## config.mk

```make
export PLATFORM = sky130hd
export DESIGN_NAME = rect_fetch
export DESIGN_NICKNAME = d
export VERILOG_FILES = /design/src/rtl/rect_fetch.sv
export SDC_FILE = /design/constraint.sdc
export NUM_CORES = 1
export LEC_CHECK = 0
export ABC_AREA = 1
export ABC_CLOCK_PERIOD_IN_PS = 4290
export CORE_MARGIN = 4
export CORE_UTILIZATION = 49
export CTS_CLUSTER_DIAMETER = 40
export CTS_CLUSTER_SIZE = 14
export DETAILED_ROUTE_END_ITERATION = 6
export PLACE_DENSITY_LB_ADDON = 0.15
export SLEW_MARGIN = 20
export SYNTH_ARGS = -nofsm -noshare
export SYNTH_HDL_FRONTEND = slang
export SYNTH_SLANG_ARGS = --single-unit
export TNS_END_PERCENT = 30
```

## constraint.sdc

```tcl
create_clock -name clk -period 4.29 [get_ports clk]
set_clock_uncertainty 0.15 [all_clocks]
set_input_delay 0.6435 -clock clk [delete_from_list [all_inputs] [get_ports clk]]
set_output_delay 0.6435 -clock clk [all_outputs]
set_load 0.1 [all_outputs]
```

## src/rtl/rect_fetch.sv

```systemverilog
// rect_fetch: reads the four rect words (x, y, w, h) of one Haar feature from
// the rect ROM, then derives the four integral-image corner addresses of that
// rect inside the detection window. It also flags rects that spill outside
// the window.
module rect_fetch #(
  parameter int unsigned W_DATA = 5,
  parameter int unsigned W_ADDR = 14,
  parameter int unsigned W_IDX  = 12,
  parameter int unsigned WIN    = 24,
  parameter int unsigned W_II   = 10
) (
  input  logic              clk,
  input  logic              rst,
  input  logic              req_valid,
  input  logic [W_IDX-1:0]  req_idx,
  output logic              req_ready,
  output logic              rom_en,
  output logic [W_ADDR-1:0] rom_addr,
  input  logic [W_DATA-1:0] rom_data,
  output logic              out_valid,
  input  logic              out_ready,
  output logic [W_IDX-1:0]  out_idx,
  output logic [W_DATA-1:0] out_x,
  output logic [W_DATA-1:0] out_y,
  output logic [W_DATA-1:0] out_w,
  output logic [W_DATA-1:0] out_h,
  output logic [W_II-1:0]   out_a,
  output logic [W_II-1:0]   out_b,
  output logic [W_II-1:0]   out_c,
  output logic [W_II-1:0]   out_d,
  output logic              out_err
);

  // Integral image rows carry one extra zero column, so the row pitch is WIN+1.
  localparam int unsigned R = WIN + 1;

  typedef enum logic [2:0] {StIdle, StIssue, StDrain, StCalc, StOut} state_e;

  state_e              state_q;
  logic [W_IDX-1:0]    idx_q;
  logic [W_DATA-1:0]   x_q, y_q, w_q, h_q;
  logic                rd_vld_q;
  logic [1:0]          rd_k_q;

  logic [31:0]         x_full, y_full, w_full, h_full;
  logic [31:0]         row_top, row_bot;
  logic [W_II-1:0]     a_nxt, b_nxt, c_nxt, d_nxt;
  logic                err_nxt;

  assign req_ready = (state_q == StIdle);

  // Corner addresses and window check, computed at 32 bits then truncated.
  always_comb begin
    x_full  = 32'(x_q);
    y_full  = 32'(y_q);
    w_full  = 32'(w_q);
    h_full  = 32'(h_q);
    row_top = y_full * R;
    row_bot = (y_full + h_full) * R;
    a_nxt   = W_II'(row_top + x_full);
    b_nxt   = W_II'(row_top + x_full + w_full);
    c_nxt   = W_II'(row_bot + x_full);
    d_nxt   = W_II'(row_bot + x_full + w_full);
    err_nxt = ((x_full + w_full) > WIN) || ((y_full + h_full) > WIN);
  end

  // Capture each ROM word one cycle after its read; the low address bits
  // of the read tell which field it belongs to since the base is 4-aligned.
  always_ff @(posedge clk) begin
    if (rst) begin
      rd_vld_q <= 1'b0;
      rd_k_q   <= 2'd0;
      x_q      <= '0;
      y_q      <= '0;
      w_q      <= '0;
      h_q      <= '0;
    end else begin
      rd_vld_q <= rom_en;
      rd_k_q   <= rom_addr[1:0];
      if (rd_vld_q) begin
        unique case (rd_k_q)
          2'd0: x_q <= rom_data;
          2'd1: y_q <= rom_data;
          2'd2: w_q <= rom_data;
          2'd3: h_q <= rom_data;
        endcase
      end
    end
  end

  // Request FSM with registered ROM strobe and descriptor outputs.
  always_ff @(posedge clk) begin
    if (rst) begin
      state_q   <= StIdle;
      idx_q     <= '0;
      rom_en    <= 1'b0;
      rom_addr  <= '0;
      out_valid <= 1'b0;
      out_idx   <= '0;
      out_x     <= '0;
      out_y     <= '0;
      out_w     <= '0;
      out_h     <= '0;
      out_a     <= '0;
      out_b     <= '0;
      out_c     <= '0;
      out_d     <= '0;
      out_err   <= 1'b0;
    end else begin
      unique case (state_q)
        StIdle: begin
          if (req_valid) begin
            idx_q    <= req_idx;
            rom_en   <= 1'b1;
            rom_addr <= W_ADDR'({req_idx, 2'b00});
            state_q  <= StIssue;
          end
        end
        StIssue: begin
          if (rom_addr[1:0] == 2'd3) begin
            rom_en  <= 1'b0;
            state_q <= StDrain;
          end else begin
            rom_addr <= rom_addr + W_ADDR'(1);
          end
        end
        StDrain: begin
          // h lands in its register at the end of this cycle.
          state_q <= StCalc;
        end
        StCalc: begin
          out_idx   <= idx_q;
          out_x     <= x_q;
          out_y     <= y_q;
          out_w     <= w_q;
          out_h     <= h_q;
          out_a     <= a_nxt;
          out_b     <= b_nxt;
          out_c     <= c_nxt;
          out_d     <= d_nxt;
          out_err   <= err_nxt;
          out_valid <= 1'b1;
          state_q   <= StOut;
        end
        StOut: begin
          if (out_ready) begin
            out_valid <= 1'b0;
            state_q   <= StIdle;
          end
        end
        default: state_q <= StIdle;
      endcase
    end
  end

endmodule

```

Word level (Yosys, flattened, before mapping)
Cells that the tools add are included.

Register bits: 127. Bits of input ports: 21.

Add/subtract/negate cells: 7. $mul: 2. Magnitude comparators: 2. Equality and inequality tests: 12. Muxes and demuxes: 12. Reductions and logical operators: 14.

Operator list (number): $add 10x5->10 (4); $mux 14 (2); $pmux 14 s2 (1); $pmux 3 s5 (1); $add 14x1->14 const B (1); $add 5x5->6 (2); $gt 6x5->1 const B (2); $reduce_and 2->1 (6); $mul 5x5->10 const B (1); $mul 6x5->10 const B (1); $mux 3 (3); $reduce_and 3->1 (3); $ne 2x2->1 const B (4); $eq 2x2->1 const B (3); $eq 3x2->1 const B (2); $pmux 1 s2 (2); $reduce_bool 2->1 (2); $eq 3x1->1 const B (1); $eq 3x3->1 const B (1); $logic_not 3->1 (1); $mux 1 (3); $eq 2x1->1 const B (1); $logic_not 2->1 (1); $logic_or 1x1->1 (1).

Depth between registers and ports, before layout
Depth after elaboration: 4. Gate-level depth with buffers: 27.

Worst setup path after synthesis
No wires, ideal clock.

Path type: flip-flop to flip-flop. Start: register y_q[0]. End: register out_d[9]. Arrival: 4.109 ns. Path slack: -0.078 ns. Stages on the path, launching flop included: 27. Clock period less this slack: 4.368 ns. Cells stage by stage: dfxtp_1 > ha_1 > inv_1 > fa_1 > o21ai_0 > xnor2_1 > inv_1 > ha_1 > ha_1 > fa_1 > ha_1 > inv_1 > nand2_1 > nand2_1 > inv_1 > ha_1 > nand2_1 > nor2_1 > nand2_1 > nand3_1 > inv_1 > nor2_1 > nand3_1 > nand2_1 > nand3_1 > nand2_1 > inv_1.

Longest elaborated chain between the ends: 4.

Ends and longest elaborated chain: start: declaration (line 41) `logic [W_DATA-1:0] x_q, y_q, w_q, h_q;`; start signal: assignment (line 83) `2'd1: y_q <= rom_data;`; $add 5x5->6 (line 59) `row_bot = (y_full + h_full) * R;`; $mul 6x5->10 (line 59); $add 10x5->10; via c_nxt[4] (line 47) `logic [W_II-1:0] a_nxt, b_nxt, c_nxt, d_nxt;`; $add 10x5->10 (line 63) `d_nxt = W_II'(row_bot + x_full + w_full);`; end signal: assignment (line 140) `out_d <= d_nxt;`; end: declaration (line 30) `output logic [W_II-1:0] out_d,`.

The timed path passes the listed nets, and every way through them passes these cells. A chain may end at the register's enable or synchronous reset.

Worst setup path in the final report
Start: register y_q[0]. End: register out_d[7].

Longest elaborated chain between the ends: 4.

Ends and longest elaborated chain (line): $add 5x5->6 (59); $mul 6x5->10 (59); $add 10x5->10 (2 in a row) (63).

Every way passes these cells.

==> impl_results.md <==
* Status: completed
* I/O Pins at 111
* Hold Vio Cnt, Final at 0
* CTS buffer count at 17
* Syn nets at 1080
* # nets final at 1198
* Core area at 0.0141 sq mm
* Slew margin rel. at 0.303
* 1st-iter DRT viols at 413
* Reg2Reg Depth at 20
* Clk slew on worst S/H paths at 0.06 ns
* DRT Pass-1 Iters at 5
* Overflow after GRT at 0
* Maxcap violations at 0
* Slowest-stage cell, CP: fa_1
* Worst path required time at 4.45 ns
* Post-Synth XOR/XNOR Area at 0.0183
* Mean area per synthesized cell at 7.42 sq um
* # hold bufs at CTS at 0
* P per Cell Area at 360 mW/mm^2
* Yosys cell types at 39
* Root Driver: clkbuf_16
* Register bit total from synthesis at 127
* Met1 usage at 0.303
* Average via count per standard cell at 5.19
* Initial core utilization at 0.510
* Ant diodes at 0
* Layout cells sized above 1 at 0.0857
* Worst setup margin at 0.152 ns
* Via Count at 6622
* Number of global-route vias before repair at 6224
* Reg area at 0.00254 sq mm
* GP Congestion at 0.889
* DR WL/cell at 14.6 microns
* Critical path launch point type: register
* Worst-path maximum fanout at 6
* # rows at 43
* Final Util at 0.657
* Synth Warn # at 0
* Stages on worst setup path at 20
* Mapped Cells at 968
* Placement Setup Slack at -0.127 ns
* Period utilisation layout at 0.965
* Synth Cell Area at 0.00719 sq mm
* CP max stage delay at 0.55 ns
* Simple-Gate Fraction of Synth Area at 0.201
* Total GRT Usage at 0.224
* Setup violators final at 0
* CP cell instances: ha_4 -> inv_1 -> fa_2 -> buf_4 -> xnor2_2 -> ha_1 -> inv_1 -> fa_1 -> fa_1 -> inv_1 -> ha_4 -> or2_2 -> nand3_1 -> nand2_2 -> nand2_1 -> nor2_4 -> nand2_1 -> nand3_1 -> o211ai_1 -> inv_1
* First-pass GRT wire length at 30000 microns
* Die area at 0.0167 sq mm
* Sink Count at 127
* Largest family of logic cells by synthesized area: simple AND/OR/NAND/NOR gates
* Kind of critical path: register to register
* Worst path most repeated cell: inv_1
* Met2 Use GR at 0.358
* Multiplexer area fraction after synthesis at 0
* CTS tree: done
* Worst skew pair latency at 0.42 ns
* Buffers & Inverters on Critical Path at 5
* Residual DRC at 0
* CP Capture Type: register
* Synthesized-area fraction occupied by adder cells at 0.170
* Max-slew violations at 0
* Critical Path AT at 4.30 ns
* Post-synthesis sequential area ratio at 0.354
* Routed Antenna Nets at 0
* Gr busiest metal: met2
* Hold Crit Depth at 2
* Placed Cells at 1246
* Number of I/O port buffers at 110
* Chip height at 129 microns
* Final HPWL DP at 13100 microns
* H-tree levels at 4
* Synth Area in Compound Gates at 0.156
* WL final at 18700 microns
* P_leak at 0.00447 uW
* Slew @ Worst Pin at 1.04 ns
* Peak Freq at 242 MHz
* HP Class: register to register
* Worst path top cell family by delay: adder cells
* Die width at 129 microns
* Fillers at 1252
* Met3 Use GR at 0.0589
* Layout area overhead at 28.8%
* Fin cells at 1277
* Initial antenna violation count at 0
* Min Tclk post-route at 4.14 ns
* Largest net degree at the start of global routing at 114
* Worst hold slack at 0.303 ns
* Worst VDD drop at 0.389 mV
* Area of the multi-input gates at 0.00408 sq mm
* CTS max path bufs at 2
==> cell type report <==
cell class	instances	share of cell area
clock buffers	20	0.0493
clock inverters	10	0.0124
inverters	150	0.0608
multi-input cells	658	0.441
flip-flops and latches	127	0.275
well taps	180	0.0243
repair buffers	132	0.137
==> per-layer routing <==
metal / wire length, microns / vias up
li1: - / 3390
met1: 8620 / 3063
met2: 8740 / 146
met3: 1010 / 23
met4: 294 / 0
met5: 0 / -
==> path summary, 6_finish.rpt <==
kind | start | endpoint | slack (ns)
setup / recovery | y_q[0] | out_d[7] | 0.15
hold / removal | idx_q[7] | idx_q[7] | 0.30
setup reg to reg | y_q[0] | out_d[7] | 0.15
hold reg to reg | idx_q[7] | idx_q[7] | 0.30
==> synthesized netlist by cell type, drive strengths merged <==
cell type,count,area (sq um)
nor3,8,62.6
a21o,2,15.0
a211oi,1,7.51
buf,15,91.3
dfxtp,127,2540
o311ai,1,8.76
nor2,97,367
clkbuf,18,68.8
o41ai,1,8.76
ha,80,1000
o21a,2,15.0
o31ai,1,7.51
o21ai,102,510
nand3,62,310
nand4,4,25.0
or2,5,31.3
a221oi,1,15.0
nand2b,1,6.26
nand3b,3,22.5
a31oi,4,25.0
a21oi,84,420
nand2,161,622
xor2,6,52.6
fa,11,220
inv,150,563
o22ai,1,6.26
xnor2,9,78.8
o211ai,11,82.6
==> metrics by stage <==
step	area (sq um)	total power, uW	TNS [ns]
after floorplan	7190	1760	0
after global placement	8510	1920	-0.0102
after detailed placement	8510	1920	-0.196
after CTS	9100	3330	0
after global routing	9260	3460	-0.139
final	9260	3330	0
==> repair_timing <==
item | 4_1_cts | 5_1_grt
setup buffers | 0 | 1
pin swaps | 2 | 17
resized for setup | 1 | 29
hold endpoints to repair | 0 | 0
setup endpoints to repair | 3 | 9
==> registers in the layout (all words and copies together), names as in the netlist, 3 cells and up <==
signal / cells
rom_addr: 14
idx_q: 12
out_idx: 12
out_a: 10
out_b: 10
out_c: 10
out_d: 10
h_q: 5
out_h: 5
out_w: 5
out_x: 5
out_y: 5
w_q: 5
x_q: 5
y_q: 5
state_q: 3
==> cell usage in the layout, fill, tap and decap left out, types with 8 or more instances in the layout <==
cell,Yosys,final
clkdlybuf4s50_1,0,110
inv_2,4,8
a21oi_1,84,83
ha_1,80,70
o211ai_1,11,11
buf_4,2,22
nand2_1,158,153
nor2_1,96,95
fa_1,11,10
nand3_1,62,60
o21ai_0,100,99
clkbuf_16,0,17
xnor2_1,9,8
inv_1,146,142
ha_4,0,9
dfxtp_1,127,125
==> worst min-delay path: stages, from the launching register on <==
cell     delay (ns)
dfxtp_1        0.29
inv_1          0.06
a21oi_1        0.05
==> cells by family after synthesis <==
logic type	Yosys count
simple gates	341
compound gates	211
buf+inv	183
flops	127
fa+ha+maj	91
xor+xnor	15
==> where the power goes <==
group          internal, uW  switching, uW  total (uW)
Clock                   876            534        1410
Combinational           183            449         633
Sequential             1230           53.9        1290
Note: power is estimated with default switching activity, not from simulation.
